**src/rtl/aurora_pkg.sv**
```systemverilog
// Shared types and parameter defaults for the Aurora link monitor.
package aurora_pkg;

  typedef enum logic [2:0] {
    ST_PB_ON,
    ST_PMA_ON,
    ST_PMA_OFF,
    ST_WAIT_UP,
    ST_UP
  } state_e;

  localparam int DEF_LANES      = 4;
  localparam int DEF_PB_LEAD    = 128;
  localparam int DEF_PMA_HOLD   = 1024;
  localparam int DEF_UP_STABLE  = 16;
  localparam int DEF_UP_TIMEOUT = 2**24;

  function automatic int max3(input int a, input int b, input int c);
    int m;
    m = (a > b) ? a : b;
    return (m > c) ? m : c;
  endfunction

endpackage

```
**src/rtl/aurora_timer.sv**
```systemverilog
// Loadable down-counter; done_o flags the last cycle of a loaded interval,
// idle_o means nothing has been loaded (or the interval has fully drained).
module aurora_timer #(
  parameter int W = 8
) (
  input  logic         clk,
  input  logic         rst,
  input  logic         load_i,
  input  logic [W-1:0] load_val_i,
  output logic         done_o,
  output logic         idle_o
);

  logic [W-1:0] count_q;

  always_ff @(posedge clk or posedge rst) begin
    if (rst) begin
      count_q <= '0;
    end else if (load_i) begin
      count_q <= load_val_i;
    end else if (count_q != '0) begin
      count_q <= count_q - 1'b1;
    end
  end

  assign done_o = (count_q == W'(1));
  assign idle_o = (count_q == '0);

endmodule

```
**src/rtl/aurora_link_monitor.sv**
```systemverilog
// Aurora bring-up sequencer: reset_pb / pma_init power-up ordering, channel
// stability qualification, retry on loss or timeout, and error counting.
module aurora_link_monitor
  import aurora_pkg::*;
#(
  parameter int LANES      = DEF_LANES,
  parameter int PB_LEAD    = DEF_PB_LEAD,
  parameter int PMA_HOLD   = DEF_PMA_HOLD,
  parameter int UP_STABLE  = DEF_UP_STABLE,
  parameter int UP_TIMEOUT = DEF_UP_TIMEOUT
) (
  input  logic             clk156,
  input  logic             reset,
  input  logic             channel_up,
  input  logic [LANES-1:0] lane_up,
  input  logic             hard_err,
  input  logic             soft_err,
  output logic             reset_pb,
  output logic             pma_init,
  output logic             link_ok,
  output logic [7:0]       retry_count,
  output logic [15:0]      soft_err_count
);

  localparam int TW = $clog2(max3(PB_LEAD, PMA_HOLD, UP_TIMEOUT) + 1);
  localparam int SW = $clog2(UP_STABLE + 1);

  state_e          state_q, state_d;
  logic [SW-1:0]   stable_q, stable_d;
  logic [7:0]      retry_q, retry_d;
  logic [15:0]     soft_q, soft_d;
  logic            reset_pb_q, reset_pb_d;
  logic            pma_init_q, pma_init_d;
  logic            link_ok_q, link_ok_d;
  logic            retry_inc;
  logic            lanes_good;
  logic            timer_load, timer_done, timer_idle;
  logic [TW-1:0]   timer_val;

  assign lanes_good = channel_up & (&lane_up);

  always_ff @(posedge clk156 or posedge reset) begin
    if (reset) begin
      state_q <= ST_PB_ON;
    end else begin
      state_q <= state_d;
    end
  end

  always_comb begin
    state_d   = state_q;
    retry_inc = 1'b0;
    case (state_q)
      ST_PB_ON:   if (timer_done) state_d = ST_PMA_ON;
      ST_PMA_ON:  if (timer_done) state_d = ST_PMA_OFF;
      ST_PMA_OFF: if (timer_done) state_d = ST_WAIT_UP;
      ST_WAIT_UP: begin
        // A hard error beats qualification; reaching UP beats a same-cycle timeout.
        if (hard_err) begin
          state_d   = ST_PB_ON;
          retry_inc = 1'b1;
        end else if (lanes_good && (stable_q == SW'(UP_STABLE - 1))) begin
          state_d = ST_UP;
        end else if (timer_done) begin
          state_d   = ST_PB_ON;
          retry_inc = 1'b1;
        end
      end
      ST_UP: begin
        if (!lanes_good || hard_err) begin
          state_d   = ST_PB_ON;
          retry_inc = 1'b1;
        end
      end
      default: state_d = ST_PB_ON;
    endcase
  end

  always_comb begin
    reset_pb_d = (state_d == ST_PB_ON) || (state_d == ST_PMA_ON) || (state_d == ST_PMA_OFF);
    pma_init_d = (state_d == ST_PMA_ON);
    link_ok_d  = (state_d == ST_UP);
  end

  // An idle timer in a timed state only happens straight after reset, so the
  // first edge loads the full interval just like a normal state entry.
  assign timer_load = (state_d != state_q) || timer_idle;

  always_comb begin
    timer_val = '0;
    case (state_d)
      ST_PB_ON:   timer_val = TW'(PB_LEAD);
      ST_PMA_ON:  timer_val = TW'(PMA_HOLD);
      ST_PMA_OFF: timer_val = TW'(PB_LEAD);
      ST_WAIT_UP: timer_val = TW'(UP_TIMEOUT);
      default:    timer_val = '0;
    endcase
  end

  aurora_timer #(.W(TW)) u_timer (
    .clk        (clk156),
    .rst        (reset),
    .load_i     (timer_load),
    .load_val_i (timer_val),
    .done_o     (timer_done),
    .idle_o     (timer_idle)
  );

  always_comb begin
    stable_d = '0;
    if ((state_q == ST_WAIT_UP) && (state_d == ST_WAIT_UP) && lanes_good) begin
      stable_d = stable_q + 1'b1;
    end
    retry_d = retry_q;
    if (retry_inc && (retry_q != 8'hFF)) begin
      retry_d = retry_q + 1'b1;
    end
    soft_d = soft_q;
    if ((state_q == ST_UP) && soft_err && (soft_q != 16'hFFFF)) begin
      soft_d = soft_q + 1'b1;
    end
  end

  always_ff @(posedge clk156 or posedge reset) begin
    if (reset) begin
      stable_q   <= '0;
      retry_q    <= '0;
      soft_q     <= '0;
      reset_pb_q <= 1'b1;
      pma_init_q <= 1'b0;
      link_ok_q  <= 1'b0;
    end else begin
      stable_q   <= stable_d;
      retry_q    <= retry_d;
      soft_q     <= soft_d;
      reset_pb_q <= reset_pb_d;
      pma_init_q <= pma_init_d;
      link_ok_q  <= link_ok_d;
    end
  end

  assign reset_pb       = reset_pb_q;
  assign pma_init       = pma_init_q;
  assign link_ok        = link_ok_q;
  assign retry_count    = retry_q;
  assign soft_err_count = soft_q;

endmodule

```
**config.mk**
```make
export PLATFORM = sky130hd
export DESIGN_NAME = aurora_link_monitor
export DESIGN_NICKNAME = d
export VERILOG_FILES = /design/src/rtl/aurora_pkg.sv /design/src/rtl/aurora_timer.sv /design/src/rtl/aurora_link_monitor.sv
export SDC_FILE = /design/constraint.sdc
export NUM_CORES = 1
export LEC_CHECK = 0
export ABC_AREA = 1
export CORE_AREA = 2 2 99 120
export CTS_CLUSTER_DIAMETER = 120
export CTS_CLUSTER_SIZE = 12
export DETAILED_ROUTE_END_ITERATION = 10
export DIE_AREA = 0 0 101 122
export DONT_BUFFER_PORTS = 1
export SYNTH_ARGS = -nofsm -noshare
export SYNTH_HDL_FRONTEND = slang
export SYNTH_HIERARCHICAL = 1
export SYNTH_SLANG_ARGS = --single-unit
```
**constraint.sdc**
```tcl
create_clock -name clk156 -period 2.57 [get_ports clk156]
set_input_delay 0.514 -clock clk156 [delete_from_list [all_inputs] [get_ports clk156]]
set_output_delay 0.514 -clock clk156 [all_outputs]
set_load 0.005 [all_outputs]
```
==> metrics <==
synth warn 6; initial antenna violation count 0; DRC 0; CP endpoint kind register; die height between 100 and 150 um; Final setup viols 0; Critical Path Start u_timer/count_q[2]; # diodes 0; row cnt 43; Rel. slew slack between 60% and 70%; critical path type register to register; gr ovfl total 0; Post-DRT Antenna Nets 0; die area 12,320 um^2; GRT Util Overall 15.36%; status completed; Final Skew about 5.6 ps; Max VDD drop around 0.38 mV; Die X 101 um; dominant cell type by area after synthesis dfrtp_1; first-pass GRT wire length ~15,000 um; Final Hold Fails 0; dominant synthesized flop cell dfrtp_1; RSZ-0062 raised after global routing false; PD cells 667.3 nW/um^2; drt total wl 8589 um; critical path arrival about 2600 ps; Skew-Pair Late Insertion Delay about 330 ps; Area Overhead vs Synth 13.93%; Via density about 4.7; top-count cell post-synth nand2_1; vias in the first global route approximately 3,400; Post-Syn Area per Cell 7.219 um^2; CTS tree built; Final Critical Period 2331 ps; # Max-Cap Violations 0; DP HPWL 6285 um; CTS buffer count 9; WL/cell approximately 12 um; Layout Nets 575; Slew Viols, Final 0; WHS 134.9 ps; num ports 36; FFs w/ async S/R, synth 100.0%; pin count of the biggest net entering global routing 36; post-synth top area share 38.59%; most frequent cells after synthesis nand2_1 (194), nor2_1 (62), dfrtp_1 (59); Mapped Cells 530; Worst setup SP type register; Worst Path Required between 2000 and 3000 ps; R2R Path Start u_timer/count_q[2]; via count 3,308; EDFF count, synth 0; register area share after synthesis 39.27%; CTS Root Cell clkbuf_16; routability-driven placement congestion ratio 0.8427; filler cell count about 1,200; setup_tns 0 ps; CTS Sinks 60; worst-path maximum fanout 4; port bufs 0; Yosys cell types 35; Starting Density 33.86%; area of the core roughly 11,000 um^2; DRT iter0 DRCs 220; Yosys reg bits 60; Clock Tree Buf Depth 2; drt first pass iters 4; Final Cycle Share a little over 90%; Worst-path clk slew about 50 ps; hold crit path type input pin to asynchronous set/reset pin; Post-Syn Area 3826 um^2; fmax 428.9 MHz; share of layout cells above drive strength 1 10.99%; leakage 0.002175 uW; worst slew pin tran 587.0 ps; cells taking the most area after synthesis dfrtp_1 (39%), nand2_1 (19%), nor2_1 (6.1%); CTS H-tree lvls 3
-- logic make-up (layout without fill, tap and decap cells) --
logic type / Yosys count / count (layout) / synth area share, %
DFF: 60 / 60 / 39.27
and+or+nand+nor: 349 / 349 / 41.47
xor gates and xnor gates: 32 / 32 / 7.325
adders and majority gates: 7 / 7 / 2.289
AOI/OAI and AO/OA: 23 / 23 / 3.205
other: 1 / 22 / 0.09801
buffers and inverters: 58 / 71 / 6.344
-- worst paths after layout --
kind | slack [ps] | cells after the start | end
setup / recovery | 240 | 15 | u_timer/count_q[6]
hold / removal | 130 | 2 | u_timer/count_q[15]
setup reg to reg | 240 | 15 | u_timer/count_q[6]
hold reg to reg | 470 | 1 | stable_q[0]
max in group asynchronous | 2040 | 2 | reset_pb
min in group clk156 | 420 | 3 | link_ok
-- stage by stage --
stage,std cells,instance area (um^2),utilization (%),worst slack (ps),power (uW)
final,699,4359,38.58,238.7,2909
after global routing,699,4359,38.58,18.38,3085
after CTS,698,4320,38.24,92.04,2943
after detailed placement,682,4049,35.84,145.3,1821
after global placement,682,4049,35.84,174.1,1807
after floorplan,551,3905,-,435.4,1686
-- flip-flops by register name (all words and copies together), names as in the netlist --
name and flops:
state_q 3, pma_init 1, reset_pb 1, u_timer/count_q 25, link_ok 1, soft_err_count 16
stable_q 5, retry_count 8
-- critical path, stage by stage, from the launching register on --
cell and delay, ps:
dfrtp_1 430, nor2_2 170, inv_1 90, nor3_1 220, nand3_1 140, nor2_2 160, o21ai_0 120, nand3_1 90
nand2_1 50, nor2_1 110, nand2_2 120, buf_4 180, a31oi_1 130, a21oi_1 90, nand2_1 70, inv_1 40
-- final cells by class --
cell class	instances	area [um^2]	share of cell area [%]
well taps	135	168.9	3.875
flip-flops and latches	60	1503	34.47
multi-input cells	433	2171	49.80
clock buffers	12	246.5	5.654
clock inverters	4	25.02	0.5741
repair buffers	5	57.56	1.320
inverters	50	187.7	4.305
-- placed cells by master, fill, tap and decap left out, drive strengths merged --
cell type	count
nand2	207
nor2	78
dfrtp	59
inv	50
nand3	40
conb	22
xnor2	17
xor2	15
o21ai	14
nand4	13
clkbuf	12
ha	7
nor3	7
a21oi	6
buf	5
clkinv	2
clkinvlp	2
nor3b	1
and3	1
o41ai	1
nor4	1
dfstp	1
o21bai	1
a31oi	1
nand3b	1
-- power breakdown --
part	total [uW]	internal, uW	switching (uW)
combinational	600	216	385
clock	1100	675	424
sequential	1210	1070	140
-- per-layer routing --
| metal | part of all wire [%] | GRT usage, % | wire length (um) |
|---|---|---|---|
| met5 | 0 | 0 | 0 |
| met4 | 2.0 | 6.588 | 173 |
| met3 | 5.2 | 4.303 | 445 |
| met2 | 52 | 27.17 | 4427 |
| met1 | 41 | 17.14 | 3543 |
-- timing repair --
| item | in CTS | in global routing |
|---|---|---|
| buffers inserted | 0 | 1 |
| resized for setup | 0 | 6 |
| hold endpoints to repair | 0 | 0 |
| hold buffers | 0 | 0 |
| endpoints found under the setup margin | 0 | 23 |
Note: power is estimated with default switching activity, not from simulation.
